## src/rtl/sample_averager_pkg.sv

```systemverilog
// Shared averaging definitions: FSM state encodings and the width/shift
// derivations from the samples-per-period count.
package sample_averager_pkg;

   typedef enum logic [1:0] {
      IDLE       = 2'd0,
      ACCUMULATE = 2'd1,
      DONE       = 2'd2
   } avg_state_e;

   // Right-shift amount that turns the accumulated sum into the mean.
   function automatic int avg_shift(input int count);
      return $clog2(count);
   endfunction

   // Accumulator width that cannot overflow within one full period.
   function automatic int avg_acc_width(input int count, input int width);
      return width + $clog2(count);
   endfunction

endpackage

```

## src/rtl/sample_averager_if.sv

```systemverilog
// Averaging stimulus/result bundle between the stimulus generator (master)
// and one channel averager (slave).
interface sample_averager_if #(
   parameter int sample_width = 12
);
   logic                    clear;
   logic                    add;
   logic                    show;
   logic [sample_width-1:0] sample;
   logic [sample_width-1:0] average;
   logic                    average_valid;
   logic                    incomplete;
   logic                    overrun;

   modport master (
      output clear, add, show, sample,
      input  average, average_valid, incomplete, overrun
   );

   modport slave (
      input  clear, add, show, sample,
      output average, average_valid, incomplete, overrun
   );
endinterface

```

## src/rtl/sample_averager_rising_edge_detector.sv

```systemverilog
// One-cycle pulse on each 0->1 transition of signal_i; a held level
// produces a single pulse.
module rising_edge_detector (
   input  logic clock,
   input  logic reset_n,
   input  logic signal_i,
   output logic edge_o
);
   logic prev_q;

   // History register tracks the input every cycle regardless of state.
   always_ff @(posedge clock or negedge reset_n) begin
      if (!reset_n) begin
         prev_q <= 1'b0;
      end else begin
         prev_q <= signal_i;
      end
   end

   assign edge_o = signal_i & ~prev_q;
endmodule

```

## src/rtl/sample_averager.sv

```systemverilog
// Channel averager: accumulates samples on add edges after a clear and
// latches the truncated mean (sum >> log2(sample_count)) on a show edge.
module sample_averager
   import sample_averager_pkg::*;
#(
   parameter int sample_count = 16,
   parameter int sample_width = 12
) (
   input  logic             clock,
   input  logic             reset_n,
   sample_averager_if.slave bus
);
   localparam int SHIFT = avg_shift(sample_count);
   localparam int ACC_W = avg_acc_width(sample_count, sample_width);
   localparam int CNT_W = SHIFT + 1;
   localparam logic [CNT_W-1:0] FULL = CNT_W'(sample_count);

   avg_state_e              state_q, state_d;
   logic [ACC_W-1:0]        acc_q, acc_d;
   logic [CNT_W-1:0]        cnt_q, cnt_d;
   logic [sample_width-1:0] average_q, average_d;
   logic                    valid_q, valid_d;
   logic                    incomplete_q, incomplete_d;
   logic                    overrun_q, overrun_d;

   logic                    add_edge;
   logic                    show_edge;
   logic                    take;
   logic [ACC_W-1:0]        sum;
   logic [CNT_W-1:0]        cnt_next;

   rising_edge_detector u_add_edge (
      .clock    (clock),
      .reset_n  (reset_n),
      .signal_i (bus.add),
      .edge_o   (add_edge)
   );

   rising_edge_detector u_show_edge (
      .clock    (clock),
      .reset_n  (reset_n),
      .signal_i (bus.show),
      .edge_o   (show_edge)
   );

   // Sum and count including the current sample, so a show edge in the
   // same cycle as an add edge averages over the new sample too.
   assign take     = add_edge && (cnt_q < FULL);
   assign sum      = take ? acc_q + ACC_W'(bus.sample) : acc_q;
   assign cnt_next = take ? cnt_q + CNT_W'(1) : cnt_q;

   // Next-state and datapath update; clear overrides every other action.
   always_comb begin
      state_d      = state_q;
      acc_d        = acc_q;
      cnt_d        = cnt_q;
      average_d    = average_q;
      valid_d      = valid_q;
      incomplete_d = incomplete_q;
      overrun_d    = overrun_q;

      if (bus.clear) begin
         state_d      = ACCUMULATE;
         acc_d        = '0;
         cnt_d        = '0;
         valid_d      = 1'b0;
         incomplete_d = 1'b0;
         overrun_d    = 1'b0;
      end else begin
         unique case (state_q)
            IDLE: begin
               state_d = IDLE;
            end
            ACCUMULATE: begin
               if (add_edge) begin
                  acc_d = sum;
                  cnt_d = cnt_next;
                  if (!take) begin
                     overrun_d = 1'b1;
                  end
               end
               if (show_edge) begin
                  average_d    = sum[ACC_W-1:SHIFT];
                  valid_d      = 1'b1;
                  incomplete_d = (cnt_next < FULL);
                  state_d      = DONE;
               end
            end
            DONE: begin
               state_d = DONE;
            end
            default: begin
               state_d = IDLE;
            end
         endcase
      end
   end

   // State and result registers, all cleared by asynchronous reset.
   always_ff @(posedge clock or negedge reset_n) begin
      if (!reset_n) begin
         state_q      <= IDLE;
         acc_q        <= '0;
         cnt_q        <= '0;
         average_q    <= '0;
         valid_q      <= 1'b0;
         incomplete_q <= 1'b0;
         overrun_q    <= 1'b0;
      end else begin
         state_q      <= state_d;
         acc_q        <= acc_d;
         cnt_q        <= cnt_d;
         average_q    <= average_d;
         valid_q      <= valid_d;
         incomplete_q <= incomplete_d;
         overrun_q    <= overrun_d;
      end
   end

   assign bus.average       = average_q;
   assign bus.average_valid = valid_q;
   assign bus.incomplete    = incomplete_q;
   assign bus.overrun       = overrun_q;
endmodule

```

## src/flat_wrapper.sv

```systemverilog
// flat-port wrapper written by rule: the top's interface ports become plain ports
module sample_averager_flat import sample_averager_pkg::*;
#(
   parameter int sample_count = 16,
   parameter int sample_width = 12
)
  (clock, reset_n, bus_clear, bus_add, bus_show, bus_sample, bus_average, bus_average_valid, bus_incomplete, bus_overrun);
  sample_averager_if #(.sample_width(sample_width)) bus_i ();
  input  logic clock;
  input  logic reset_n;
  input wire logic [$bits(bus_i.clear)-1:0] bus_clear;
  input wire logic [$bits(bus_i.add)-1:0] bus_add;
  input wire logic [$bits(bus_i.show)-1:0] bus_show;
  input wire logic [$bits(bus_i.sample)-1:0] bus_sample;
  output wire logic [$bits(bus_i.average)-1:0] bus_average;
  output wire logic [$bits(bus_i.average_valid)-1:0] bus_average_valid;
  output wire logic [$bits(bus_i.incomplete)-1:0] bus_incomplete;
  output wire logic [$bits(bus_i.overrun)-1:0] bus_overrun;
  assign bus_i.clear = bus_clear;
  assign bus_i.add = bus_add;
  assign bus_i.show = bus_show;
  assign bus_i.sample = bus_sample;
  assign bus_average = bus_i.average;
  assign bus_average_valid = bus_i.average_valid;
  assign bus_incomplete = bus_i.incomplete;
  assign bus_overrun = bus_i.overrun;
  sample_averager #(.sample_count(sample_count), .sample_width(sample_width)) u_core (.clock(clock), .reset_n(reset_n), .bus(bus_i));
endmodule
```

## config.mk

```make
export PLATFORM = sky130hd
export DESIGN_NAME = sample_averager_flat
export DESIGN_NICKNAME = d
export VERILOG_FILES = /design/src/rtl/sample_averager_pkg.sv /design/src/rtl/sample_averager_if.sv /design/src/rtl/sample_averager_rising_edge_detector.sv /design/src/rtl/sample_averager.sv /design/src/flat_wrapper.sv
export SDC_FILE = /design/constraint.sdc
export NUM_CORES = 1
export LEC_CHECK = 0
export BUFFER_PORTS_ARGS = -buffer_cell sky130_fd_sc_hd__buf_4
export CAP_MARGIN = 15
export CELL_PAD_IN_SITES_DETAIL_PLACEMENT = 1
export CELL_PAD_IN_SITES_GLOBAL_PLACEMENT = 1
export CORE_MARGIN = 4
export CORE_UTILIZATION = 44
export DETAILED_ROUTE_END_ITERATION = 7
export PLACE_DENSITY = 0.91
export SYNTH_ARGS = -nofsm -noshare
export SYNTH_HDL_FRONTEND = slang
export SYNTH_HIERARCHICAL = 1
export SYNTH_SLANG_ARGS = --single-unit
```

## constraint.sdc

```tcl
create_clock -name clock -period 2.89 [get_ports clock]
set_clock_uncertainty 0.15 [all_clocks]
set_input_delay 0.578 -clock clock [delete_from_list [all_inputs] [get_ports clock]]
set_output_delay 0.578 -clock clock [all_outputs]
set_load 0.02 [all_outputs]
```

==> results by group <==
Timing
  • Final hold slack: 0.1029 ns
  • Setup TNS: 0 ns
  • Period utilization: 85.38%
  • Min Tclk post-route: 2.467 ns
  • Fin. Hold Viols: 0
  • Fmax: 405.3 MHz
  • Setup violators final: 0
  • RSZ-0062 raised after global routing: false
  • Setup ws final: 0.4225 ns
  • Fin. max-slew vios: 0
  • Actual slew at the worst max-slew pin: 0.5370 ns
  • Slew margin rel.: 64.20%

Floorplan
  • Die span in x: 84.50 µm
  • Row count: 27
  • Core ar.: 0.005608 mm²
  • Num ports: 32
  • Starting Density: 45.92%
  • Die area: 0.007140 mm²
  • Die Height: 84.50 µm

Synth
  • Mapped Area: 0.002575 mm²
  • Share of Yosys cell area claimed by the top area cell type: 38.87%
  • Dominant cells by area after synthesis: dfrtp_1 39%, ha_1 6.8%, nand2_1 5.4%
  • Synth async-reset ratio: 100.0%
  • Largest area contributor in the netlist: dfrtp_1
  • Mapped Avg Cell Area: 8.729 µm²
  • Sequential area share after synthesis: 38.87%
  • Synth unique cells: 50
  • Ys Warns: 6
  • Post-synth top flop: dfrtp_1
  • Mapped Cells: 295
  • Yosys reg bits: 40
  • EDFF count, synth: 0
  • Syn Nets: 327

CTS
  • Setup bufs post-CTS: 0
  • CTS tree: built
  • CTS root buf: clkbuf_8
  • TritonCTS Buffers: 5
  • Cts hold-fix bufs: 0
  • Clock Tree Buf Depth: 2
  • Sink Count: 40
  • Post-cts sizing count: 0
  • Worst-Skew Late Latency: 0.30 ns
  • Clk slew on worst S/H paths: 0.09 ns
  • H-tree Lvls: 2

Detailed routing
  • Drt total wl: 7031 µm
  • Antenna Nets Post-Route: 0
  • Drt wl/cell: 17.71 µm
  • DRC viols: 0
  • Via Count: 2316
  • Drt first pass iters: 4
  • Vias/cell: 5.834
  • Initial DRC count: 97

Pwr
  • Tot Pwr: 1.544 mW
  • Pwr/cell area: 514.9 mW/mm²
  • Static leakage: 1.427 nW
  • Peak supply drop: 236.5 µV

Global route
  • Largest net degree at the start of global routing: 41
  • Met3 Track Usage GR: 3.435%
  • Overflow left after global routing: 0
  • Gr busiest metal: met2
  • Initial antenna violation count: 0
  • Global-route wire length before repair: 12040 µm
  • Met2 Use GR: 35.02%
  • Total GRT Usage: 20.68%
  • Met1 usage: 27.87%
  • Vias in the first global route: 2414

Place
  • PortBufs: 31
  • Cells after DPL: 389
  • Post-DP Area: 0.002882 mm²
  • Detailed Place HPWL: 4990 µm
  • Place WS: 0.1545 ns
  • Placer Congestion: 0.9089

Critical path
  • Setup crit end kind: flip-flop
  • Crit path max fanout: 4
  • Cell mode on critical path: o21ai_1
  • Worst Path Required: 2.93 ns
  • CP Buf/Inv Count: 1
  • CP delay by family, top: compound AO/OA/AOI/OAI gates
  • Reg2reg start: u_core/acc_q[0]
  • Worst Setup SP: u_core/acc_q[0]
  • Critical path cell sequence: ha_1 -> inv_1 -> fa_1 -> nor2b_1 -> o31a_1 -> o21ai_1 -> o21ai_1 -> a21oi_1 -> nand3b_1
  • CP max stage delay: 0.37 ns
  • CP arrival: 2.51 ns
  • Slowest-stage cell, CP: fa_1
  • Startpoint types: flip-flop
  • CP Class: reg -> reg

Layout
  • Final Cell Area: 0.002998 mm²
  • Area grow syn2layout: 16.42%
  • Nets: 356
  • Antenna cells: 0
  • Filler cells: 680
  • Share of cells above drive strength 1: 18.15%
  • Non-Filler Instances: 397
  • Final Util: 53.46%

Run
  • Number of max-cap violations: 0

Outcome
  • Status: finished clean

Min path
  • Min-delay worst type: in -> async
-- final timing paths --
check / endpoint / slack [ns] / cells past startpoint
worst max-delay path: u_core/bus.average[8] / 0.42 / 9
worst min register to register: u_core/bus.average[10] / 0.34 / 2
max in group asynchronous: u_core/bus.average[3] / 2.13 / 1
worst min-delay path: u_core/acc_q[11] / 0.10 / 1
worst max register to register: u_core/bus.average[8] / 0.42 / 9
min in group clock: u_core/u_add_edge/prev_q / 0.24 / 1
-- report_power, final --
group / internal, mW / switching, mW
logic: 0.162 / 0.244
clock network: 0.260 / 0.222
registers: 0.616 / 0.0391
-- flip-flops by register name (all words and copies together), names as in the netlist --
| name | count |
|---|---|
| u_core/u_add_edge/prev_q | 1 |
| u_core/acc_q | 16 |
| u_core/bus.incomplete | 1 |
| u_core/bus.average_valid | 1 |
| u_core/cnt_q | 5 |
| u_core/bus.overrun | 1 |
| u_core/state_q | 2 |
| u_core/bus.average | 12 |
| u_core/u_show_edge/prev_q | 1 |
-- Yosys cell counts, drive strengths merged, types with 7 or more instances --
cell and number:
dfrtp 40, nand2 37, nor2 25, a21oi 24, o21ai 22, buf 14, ha 14, nand3 14
and3 9, a31oi 8, inv 7, nand4 7, nor2b 7
-- routing by layer --
metal | up-vias | routed length [µm]
li1 | 1118 | -
met1 | 1162 | 3239
met2 | 29 | 3511
met3 | 7 | 215
met4 | 0 | 64
met5 | - | 0
-- worst reg2reg max path, stage by stage, from the launching register on --
cell      delay, ns
dfrtp_1        0.36
ha_1           0.18
inv_1          0.06
fa_1           0.37
nor2b_1        0.22
o31a_1         0.24
o21ai_1        0.14
o21ai_1        0.36
a21oi_1        0.12
nand3b_1       0.16
-- placed cells by master, fill, tap and decap left out, types with 7 or more instances in the layout --
| cell type | n |
|---|---|
| o21ai_0 | 12 |
| nand2_1 | 37 |
| dfrtp_1 | 40 |
| inv_1 | 7 |
| a21oi_1 | 22 |
| a31oi_1 | 8 |
| ha_1 | 14 |
| o21ai_1 | 10 |
| buf_4 | 41 |
| nor2_1 | 25 |
| nand3_1 | 14 |
| and3_1 | 9 |
-- kinds of logic (layout without fill, tap and decap cells) --
group / after synthesis / count (layout) / share of synthesized area (%)
AO/OA/AOI/OAI: 78 / 78 / 19.19
XOR/XNOR: 12 / 12 / 4.082
adder cells (fa/ha/maj): 15 / 15 / 7.580
buffers and inverters: 26 / 56 / 4.568
flip-flops: 40 / 40 / 38.87
multiplexers: 3 / 3 / 1.215
AND/OR/NAND/NOR: 121 / 121 / 24.49
-- cell type report --
type	instances	area, µm²	area share (%)
Tap cell	72	90.09	3.005
Inverter	7	26.28	0.8765
Timing Repair Buffer	41	307.8	10.27
Clock inverter	3	47.55	1.586
Multi-Input combinational cell	229	1456	48.58
Clock buffer	5	68.82	2.295
Sequential cell	40	1001	33.39
Power figures use the tool's default switching activity.
